$ cat src/rtl/fft_pkg.sv
// Shared types for the FFT output side: complex sample layout and reader states.
package fft_pkg;

  localparam int BIT_WIDTH = 24;

  typedef struct packed {
    logic signed [BIT_WIDTH-1:0] re;
    logic signed [BIT_WIDTH-1:0] im;
  } cplx_t;

  typedef enum logic {
    IDLE   = 1'b0,
    STREAM = 1'b1
  } rd_state_t;

endpackage

$ cat src/rtl/fft_frame_bank.sv
// One N-entry frame bank: synchronous write, combinational read, and a full flag
// that marks a completed frame waiting to be streamed out.
module fft_frame_bank #(
  parameter int bit_width = 24,
  parameter int N         = 16,
  parameter int SIZE      = 4
) (
  input  logic                   clk,
  input  logic                   rst,
  input  logic                   we,
  input  logic [SIZE-1:0]        waddr,
  input  logic [2*bit_width-1:0] wdata,
  input  logic [SIZE-1:0]        raddr,
  output logic [2*bit_width-1:0] rdata,
  input  logic                   set_full,
  input  logic                   clr_full,
  output logic                   full
);

  // Contents survive reset; only the full flag marks valid frames.
  logic [2*bit_width-1:0] mem [N];

  always_ff @(posedge clk) begin
    if (we) mem[waddr] <= wdata;
  end

  assign rdata = mem[raddr];

  always_ff @(posedge clk) begin
    if (rst)           full <= 1'b0;
    else if (set_full) full <= 1'b1;
    else if (clr_full) full <= 1'b0;
  end

endmodule

$ cat src/rtl/fft_output_reader.sv
// Captures the FFT final-stage scattered writes into a ping-pong buffer and streams
// each completed frame out in natural bin order over valid/ready.
module fft_output_reader
  import fft_pkg::*;
#(
  parameter int bit_width = 24,
  parameter int N         = 16,
  parameter int SIZE      = 4
) (
  input  logic                        clk,
  input  logic                        rst,
  input  logic                        valid_i,
  input  logic signed [bit_width-1:0] Re_i,
  input  logic signed [bit_width-1:0] Im_i,
  input  logic [SIZE-1:0]             wr_ptr_i,
  output logic                        valid_o,
  input  logic                        ready_i,
  output logic signed [bit_width-1:0] Re_o,
  output logic signed [bit_width-1:0] Im_o,
  output logic [SIZE-1:0]             idx_o,
  output logic                        last_o,
  output logic                        frame_done_o,
  output logic                        overflow_o
);

  // Handshake: a beat transfers on a rising edge where valid_o && ready_i; while
  // valid_o is high and ready_i low, all output fields hold their values.
  localparam logic [SIZE:0] LAST_CNT  = (SIZE+1)'(N-1);
  localparam logic [SIZE:0] FRAME_CNT = (SIZE+1)'(N);

  rd_state_t              state;
  logic                   wbank, rbank;
  logic [SIZE:0]          wcnt, rcnt;
  logic [1:0]             full, we, set_full, clr_full;
  logic [2*bit_width-1:0] rdata [2];
  logic [2*bit_width-1:0] rsel;
  logic                   release_frame, wr_free, accept, close;

  assign release_frame = (state == STREAM) && valid_o && ready_i && last_o;
  // A bank being released this cycle already counts as free for the writer.
  assign wr_free = !full[wbank] || (release_frame && (rbank == wbank));
  assign accept  = valid_i && wr_free;
  assign close   = accept && (wcnt == LAST_CNT);
  assign rsel    = rdata[rbank];

  for (genvar b = 0; b < 2; b++) begin : g_bank
    assign we[b]       = accept && (wbank == 1'(b));
    assign set_full[b] = close && (wbank == 1'(b));
    assign clr_full[b] = release_frame && (rbank == 1'(b));

    fft_frame_bank #(.bit_width(bit_width), .N(N), .SIZE(SIZE)) u_bank (
      .clk      (clk),
      .rst      (rst),
      .we       (we[b]),
      .waddr    (wr_ptr_i),
      .wdata    ({Re_i, Im_i}),
      .raddr    (rcnt[SIZE-1:0]),
      .rdata    (rdata[b]),
      .set_full (set_full[b]),
      .clr_full (clr_full[b]),
      .full     (full[b])
    );
  end

  always_ff @(posedge clk) begin
    if (rst) begin
      wbank      <= 1'b0;
      wcnt       <= '0;
      overflow_o <= 1'b0;
    end else begin
      if (valid_i && !wr_free) overflow_o <= 1'b1;
      if (accept) begin
        if (close) begin
          wcnt  <= '0;
          wbank <= ~wbank;
        end else begin
          wcnt <= wcnt + (SIZE+1)'(1);
        end
      end
    end
  end

  always_ff @(posedge clk) begin
    if (rst) begin
      state        <= IDLE;
      rbank        <= 1'b0;
      rcnt         <= '0;
      valid_o      <= 1'b0;
      Re_o         <= '0;
      Im_o         <= '0;
      idx_o        <= '0;
      last_o       <= 1'b0;
      frame_done_o <= 1'b0;
    end else begin
      frame_done_o <= 1'b0;
      case (state)
        IDLE: begin
          if (full[rbank]) begin
            state <= STREAM;
            rcnt  <= '0;
          end
        end
        STREAM: begin
          if (release_frame) begin
            valid_o      <= 1'b0;
            last_o       <= 1'b0;
            rbank        <= ~rbank;
            frame_done_o <= 1'b1;
            state        <= IDLE;
          end else if ((!valid_o || ready_i) && (rcnt < FRAME_CNT)) begin
            valid_o <= 1'b1;
            Re_o    <= rsel[2*bit_width-1:bit_width];
            Im_o    <= rsel[bit_width-1:0];
            idx_o   <= rcnt[SIZE-1:0];
            last_o  <= (rcnt == LAST_CNT);
            rcnt    <= rcnt + (SIZE+1)'(1);
          end
        end
        default: state <= IDLE;
      endcase
    end
  end

endmodule

$ cat config.mk
export PLATFORM = sky130hd
export DESIGN_NAME = fft_output_reader
export DESIGN_NICKNAME = d
export VERILOG_FILES = /design/src/rtl/fft_pkg.sv /design/src/rtl/fft_frame_bank.sv /design/src/rtl/fft_output_reader.sv
export SDC_FILE = /design/constraint.sdc
export NUM_CORES = 1
export LEC_CHECK = 0
export BUFFER_PORTS_ARGS = -buffer_cell sky130_fd_sc_hd__buf_2
export CELL_PAD_IN_SITES_DETAIL_PLACEMENT = 2
export CELL_PAD_IN_SITES_GLOBAL_PLACEMENT = 2
export CORE_ASPECT_RATIO = 1.1
export CORE_MARGIN = 2
export CORE_UTILIZATION = 44
export CTS_CLUSTER_SIZE = 28
export DETAILED_ROUTE_END_ITERATION = 6
export PLACE_DENSITY = 0.85
export RECOVER_POWER = 25
export SLEW_MARGIN = 20
export SYNTH_ARGS = -nofsm -noshare
export SYNTH_HDL_FRONTEND = slang
export SYNTH_SLANG_ARGS = --single-unit
$ cat constraint.sdc
create_clock -name clk -period 3.6 [get_ports clk]
set_input_delay 0.18 -clock clk [delete_from_list [all_inputs] [get_ports clk]]
set_output_delay 0.18 -clock clk [all_outputs]
set_load 0.02 [all_outputs]
==> summary.txt, run 1 <==
Top_reg_cell synth -> edfxtp_1
Drt first pass iters -> 5
Final net count -> 3733
Core area -> 0.140 mm2
Worst-path clk slew -> 0.06 ns
Cell Pwr Density -> 541 mW/mm2
CP Class -> register to register
Max_slew headroom -> -14.9%
Total CTS buffers -> 163
Cts hold-fix bufs -> 50
Post-Route Utilization -> 50.8%
Final critical-path share of the clock period -> 93.1%
Net Count, Synth -> 3515
Post-DP HPWL -> 122000 um
Final WL -> 234000 um
Min cycle time layout -> 3.35 ns
Synth Register Bits -> 1611
Residual DRC -> 0
Synth warnings -> 0
Area contributors post-synth -> edfxtp_1, mux2i_1, a22oi_1, dfxtp_1, a21oi_1
Peak Freq -> 0.298 GHz
Class of the worst hold path -> primary input to register
Comb power frac -> 1.7%
Yosys top cell area share -> 74.1%
DR iter-0 viols -> 4498
Net Switching -> 8440 uW
Distinct cells, synth -> 37
Setup bufs post-CTS -> 0
Flop-to-flop setup slack -> 0.25 ns
Number of max-cap violations -> 16
Clock Skews -> 0.0281 ns
Fill cell count -> 12.2k
Root buf cell -> clkbuf_16
P_int -> 30200 uW
I/O Buffers -> 111
Proportion of layout cells with a drive suffix above 1 -> 13.3%
Clock tree sinks -> 1611
Clk pwr share -> 44.4%
Hold Slack -> 0.0120 ns
Dpl ws -> 0.434 ns
Static Leak -> 0.0210 uW
Total GRT Usage -> 32.3%
CP arrival -> 3.79 ns
Final weighted congestion in routability-driven placement -> 0.736
Vias -> 36.8k
Max Slew Vio Count -> 527
Final setup viols -> 0
RSZ-0062 raised after global routing -> no
Count leader, synth -> edfxtp_1
Placed instance area -> 0.0658 mm2
Row cnt -> 144
Final Hold Viols -> 0
Net Sw Frac -> 21.9%
Actual slew at the worst max-slew pin -> 1.72 ns
Routed Antenna Nets -> 0
Post-Synthesis Cells -> 3456
Final TNS setup -> 0 ns
Clock Path Buffers -> 3
Post-cts sizing count -> 0
Vias per std cell -> 6.53
Vias in the first global route -> 39.7k
Global-route wire length before repair -> 326000 um
Status -> finished, violations left
Number of I/O pins -> 112
CTS tree -> done
Antenna violations before repair -> 7
Peak supply drop -> 0.507 mV
Grt total ovfl -> 0
Die Width -> 363 um
Post-Syn Area -> 0.0623 mm2
Post-synth EDFFs -> 1536
H-tree depth -> 4
Final WS setup -> 0.249 ns
Sequential share of the synthesized area -> 76.5%
Req. time, crit path -> 4.04 ns
Clk Latency, worst-skew pair -> 0.83 ns
Initial core utilization -> 44.4%
Die area -> 0.145 mm2
Area growth from synthesis to layout -> 14.6%
Worst Setup End Kind -> register
CP Launch Type -> register
Commonest cells post-synth -> edfxtp_1, mux2i_1, a22oi_1
Async SR Flop Fraction -> 0%
Synth Area per Inst -> 18.0 um2
Final std cell area, no fill -> 0.0713 mm2
Largest net degree at the start of global routing -> 86
Seq pwr share -> 53.9%
Maximum fanout along the worst path -> 48
Routed length per placed instance -> 41.6 um
Synth area leader -> edfxtp_1
Violated checks -> max-capacitance violations, max-slew violations
Die span in y -> 399 um
-- sequential cells by signal, summed over array words and instances (netlist names), 2 cells and up, named ones only --
| signal | cells |
|---|---|
| rcnt | 5 |
| Re_o | 24 |
| idx_o | 4 |
| g_bank.u_bank.full | 2 |
| wcnt | 5 |
| g_bank.u_bank.mem | 1536 |
| Im_o | 24 |
-- critical path: stages (launching register included) --
cell and delay, ns:
dfxtp_1 0.46, nand4_1 0.13, buf_4 0.20, o21ai_0 0.24, nor3b_1 0.61, nand3_1 0.55
nor2_4 0.27, buf_12 0.46
-- kinds of logic (layout without fill, tap and decap cells) --
group	Yosys count	after routing	synth area share (%)
other cells	0	3	0
flops	1611	1611	76.5
fa+ha+maj	3	3	0.0603
xor+xnor	5	5	0.0703
buf+inv	222	572	2.01
compound gates	642	642	7.30
mux	775	775	12.5
simple gates	198	198	1.63
-- per-stage QoR --
| step | std cells | power [uW] |
|---|---|---|
| 5_1_grt | 5632 | 39200 |
| 3_3_place_gp | 5284 | 21600 |
| 2_1_floorplan | 3456 | 21300 |
| 6_report | 5634 | 38600 |
| 4_1_cts | 5631 | 38700 |
| 3_5_place_dp | 5284 | 21800 |
-- worst paths after layout --
check / startpoint / to / cells after the start
setup / recovery: valid_o / g_bank[0].u_bank.mem[11][4] / 7
setup reg to reg: valid_o / g_bank[0].u_bank.mem[11][4] / 7
hold reg to reg: idx_o[0] / idx_o[0] / 2
hold / removal: rst / Im_o[0] / 2
-- layout by cell type (no fill, tap or decap), types with 49 or more instances in the layout --
cell and count:
edfxtp_1 1536, mux2i_1 775, a22oi_1 384, a21oi_1 202
clkbuf_16 166, buf_2 80, clkbuf_1 76, dfxtp_1 74
nor2_1 62, buf_12 60, dlygate4sd3_1 50, buf_4 49
-- power by group through the flow --
| stage | Combinational (uW) | Sequential [uW] | Clock [uW] |
|---|---|---|---|
| 2_1_floorplan | 137 | 21100 | 0 |
| 3_3_place_gp | 491 | 21100 | 0 |
| 3_5_place_dp | 592 | 21200 | 0 |
| 4_1_cts | 659 | 20800 | 17300 |
| 5_1_grt | 688 | 20800 | 17700 |
| 6_report | 663 | 20800 | 17100 |
-- routing by layer --
| metal | track usage [%] | vias to the layer above | routed length [um] |
|---|---|---|---|
| li1 | - | 14400 | - |
| met1 | 41.0 | 19800 | 90000 |
| met2 | 55.0 | 2121 | 118000 |
| met3 | 5.51 | 503 | 16800 |
| met4 | 13.1 | 2 | 9950 |
| met5 | 0 | - | 16 |
-- layout make-up --
cell class                 count  area, um2  share of cell area, %
sequential                  1611      47600                   66.8
multi-input combinational   1623      13700                   19.2
clock buffer                 225       4510                   6.32
timing repair buffer         269       2580                   3.62
tap                         1825       2280                   3.20
clock inverter                72        606                  0.849
inverter                       6       22.5                 0.0316
antenna                        3       7.51                 0.0105
Note: power is estimated with default switching activity, not from simulation.
==> run 2, diff against run 1 <==
- ABC_AREA: unset -> 1
- CORE_UTILIZATION: 44 -> 39
- PLACE_DENSITY: 0.85 -> 0.84
- REMOVE_ABC_BUFFERS: unset -> 1
==> run 2 against run 1 <==
  * First-iteration DRC count is 16% higher
  * Die area is 17% higher
  * Critical path type unchanged
  * Combinational power is 2% lower
  * Critical endpoint is now g_bank[1].u_bank.mem[10][3]
  * Total power is 2.9% higher
  * Worst hold slack better by 0.13 ns
  * Global-route usage is 0.96 points lower
  * Wire length is 13% higher
  * Register-to-register slack better by 0.41 ns
  * Final cell count is 40% higher
  * The flow still finishes with violations (max-capacitance violations, max-slew violations)
  * Synthesized cell count is 58% higher
  * Critical path depth is 2 higher
  * Synthesized area is 3.6% higher
==> summary.txt, run 2 <==
Commonest cells post-synth -> nand2_1, edfxtp_1, nand3_1
Root buf cell -> clkbuf_16
Final weighted congestion in routability-driven placement -> 0.737 (about the same)
Largest regs -> g_bank.u_bank.mem: 1536 flops, Im_o: 24 flops, Re_o: 24 flops
Final WL -> 265000 um (+13%)
RSZ-0062 raised after global routing -> no
Core area -> 0.164 mm2 (+17%)
Req. time, crit path -> 4.04 ns (about the same)
CTS tree -> done
CP max stage delay -> 0.63 ns (+0.02 ns)
Synth warnings -> 0 (unchanged)
Final setup viols -> 0 (unchanged)
Yosys top cell area share -> 71.5% (-2.6 points)
Worst path cell trace -> nand4_4 > o21ai_2 > nand2_1 > nand2_4 > nand2_4 > clkinv_2 > nand2_4 > nor2_4 > buf_4
Post-Synthesis Cells -> 5451 (+58%)
Antenna violations before repair -> 3 (-4)
Non-Filler Instances -> 7908 (+40%)
Routed Antenna Nets -> 0 (unchanged)
Final TNS setup -> 0 ns (unchanged)
Vias -> 47.9k (+30%)
Async SR Flop Fraction -> 0% (unchanged)
Max reg flops -> 1536 (unchanged)
Die Width -> 392 um (+8.0%)
Post-DP HPWL -> 131000 um (+7.9%)
Synth Register Bits -> 1611 (unchanged)
Clock Path Buffers -> 3 (unchanged)
Sequential share of the synthesized area -> 73.8% (-2.7 points)
Largest net degree at the start of global routing -> 124 (+44%)
Synth area leader -> edfxtp_1
Final critical-path share of the clock period -> 81.6% (-12 points)
Cell mode on critical path -> nand2_4
Die area -> 0.169 mm2 (+17%)
Post-Place Cells -> 7542 (+43%)
Vias in the first global route -> 53.3k (+34%)
CP arrival -> 3.38 ns (-0.41 ns)
Fill cell count -> 16.4k (+34%)
Static Leak -> 0.0262 uW (+25%)
Hold Path Origin -> wr_ptr_i[3]
Most frequent cells in the layout -> nand2_1, edfxtp_1, nand3_1
Row cnt -> 156 (+8.3%)
Count leader, synth -> nand2_1
Routed length per placed instance -> 33.5 um (-19%)
Post-synth EDFFs -> 1536 (unchanged)
Worst Setup End Kind -> register
Worst R2R End -> g_bank[1].u_bank.mem[10][3]
Final Hold Viols -> 0 (unchanged)
Global-route wire length before repair -> 384000 um (+18%)
Cell Pwr Density -> 539 mW/mm2 (-0.34%)
Final net count -> 5611 (+50%)
DR iter-0 viols -> 5224 (+16%)
Clock tree sinks -> 1611 (unchanged)
Most common cell after layout, fill and taps aside -> nand2_1
Violated checks -> max-capacitance violations, max-slew violations
Diodes inserted -> 0 (-3)
Met2 Usage GRT -> 54.3% (-0.73 points)
CP Class -> register to register
Final std cell area, no fill -> 0.0737 mm2 (+3.2%)
Maximum fanout along the worst path -> 34 (-29%)
H-tree depth -> 4 (unchanged)
Number of max-cap violations -> 29 (+13)
Max Slew Vio Count -> 957 (+82%)
Grt met3 use -> 4.91% (-0.59 points)
Gr busiest metal -> met2
R2r worst-path depth -> 9 (+2)
Max_slew headroom -> -49.2% (-34 points)
Post-cts sizing count -> 0 (unchanged)
Total GRT Usage -> 31.3% (-0.96 points)
Clock Skews -> 0.0580 ns (+0.0299 ns)
CP Launch Type -> register
Drt first pass iters -> 6 (+1)
Worst flop-to-flop path startpoint -> state
Synth Area per Inst -> 11.8 um2 (-34%)
Worst-path clk slew -> 0.07 ns (about the same)
Class of the worst hold path -> primary input to register
Vias per std cell -> 6.05 (-7.3%)
Worst hold path stage count -> 4 (+2)
Peak supply drop -> 0.369 mV (-27%)
Min cycle time layout -> 2.94 ns (-0.415 ns)
Status -> finished, violations left
Post-Syn Area -> 0.0645 mm2 (+3.6%)
Number of I/O pins -> 112 (unchanged)
Peak Freq -> 0.341 GHz (+14%)
Residual DRC -> 0 (unchanged)
Die span in y -> 431 um (+8.0%)
I/O Buffers -> 111 (unchanged)
Grt total ovfl -> 0 (unchanged)
Met1 Usage GRT -> 36.8% (-4.2 points)
Distinct cells, synth -> 28 (-24%)
Biggest register -> g_bank.u_bank.mem
Top_reg_cell synth -> edfxtp_1
Placed instance area -> 0.0677 mm2 (+3.0%)
Total CTS buffers -> 168 (+3.1%)
Clk Latency, worst-skew pair -> 0.86 ns (+0.03 ns)
Flop-to-flop setup slack -> 0.66 ns (+0.41 ns)
Setup bufs post-CTS -> 0 (unchanged)
CP max-delay cell -> buf_4
Initial core utilization -> 39.3% (-5.1 points)
Proportion of layout cells with a drive suffix above 1 -> 8.62% (-4.7 points)
Hold Path End -> g_bank[0].u_bank.mem[1][19]
Actual slew at the worst max-slew pin -> 2.24 ns (+0.513 ns)
Area contributors post-synth -> edfxtp_1, nand2_1, nand3_1, dfxtp_1, buf_2
Area growth from synthesis to layout -> 14.1%
Cts hold-fix bufs -> 52 (+4.0%)
## run 2: cell type report
| type | instances | area [um2] | share of cell area [%] |
|---|---|---|---|
| timing repair buffer | 282 | 2560 | 3.47 |
| tap | 2212 | 2770 | 3.76 |
| multi-input combinational | 3458 | 15100 | 20.4 |
| inverter | 31 | 150 | 0.204 |
| clock inverter | 89 | 835 | 1.13 |
| sequential | 1611 | 47600 | 64.7 |
| clock buffer | 225 | 4640 | 6.30 |
## run 2: where the power goes
| part | switching, uW | total (uW) | internal [uW] | leakage, uW |
|---|---|---|---|---|
| Sequential | 44.4 | 20700 | 20600 | 0.0144 |
| Clock | 8250 | 18400 | 10200 | 0.00268 |
| Combinational | 551 | 649 | 97.8 | 0.00908 |
## run 2: worst max path at each step
stage / start / end / slack, ns / depth (start not counted)
6_report: state / g_bank[1].u_bank.mem[10][3] / 0.66 / 9
3_5_place_dp: state / g_bank[1].u_bank.mem[10][3] / 0.81 / 9
5_1_grt: state / g_bank[1].u_bank.mem[10][3] / 0.58 / 9
3_3_place_gp: state / g_bank[1].u_bank.mem[10][12] / 0.94 / 9
2_1_floorplan: register / Im_o[0] / -35.30 / 9
4_1_cts: state / g_bank[1].u_bank.mem[10][8] / 0.70 / 9
## run 2: critical path: cells and delay by family (launching register included)
family                 cells  cell delay, ns
DFF                        1            0.46
buffers and inverters      2            0.73
AOI/OAI and AO/OA          1            0.22
and+or+nand+nor            6            1.07
## run 2: metrics by stage
step,total power (uW),util (%),hold slack [ns],setup WS (ns)
after floorplan,21200,-,0.249,-35.30
after global placement,21500,41.2,0.453,0.941
after detailed placement,21600,41.2,0.447,0.810
after CTS,39600,44.8,0.0108,0.701
after global routing,40400,44.8,0.123,0.577
final,39700,44.8,0.139,0.664
## run 2: cell families (layout without fill, tap and decap cells)
logic type / count (synthesis) / count (layout) / synth area share (%)
buffers and inverters: 382 / 627 / 3.22
AO/OA/AOI/OAI: 122 / 122 / 0.960
AND/OR/NAND/NOR: 3331 / 3331 / 21.9
XOR/XNOR: 2 / 2 / 0.0271
adder cells (fa/ha/maj): 3 / 3 / 0.0582
flip-flops: 1611 / 1611 / 73.8
## run 2: per-layer routing
layer  routed length, um  part of all wire (%)
met5                   7                0.0026
met4               16300                   6.2
met3               17300                   6.5
met2              135000                    51
met1               96600                    36
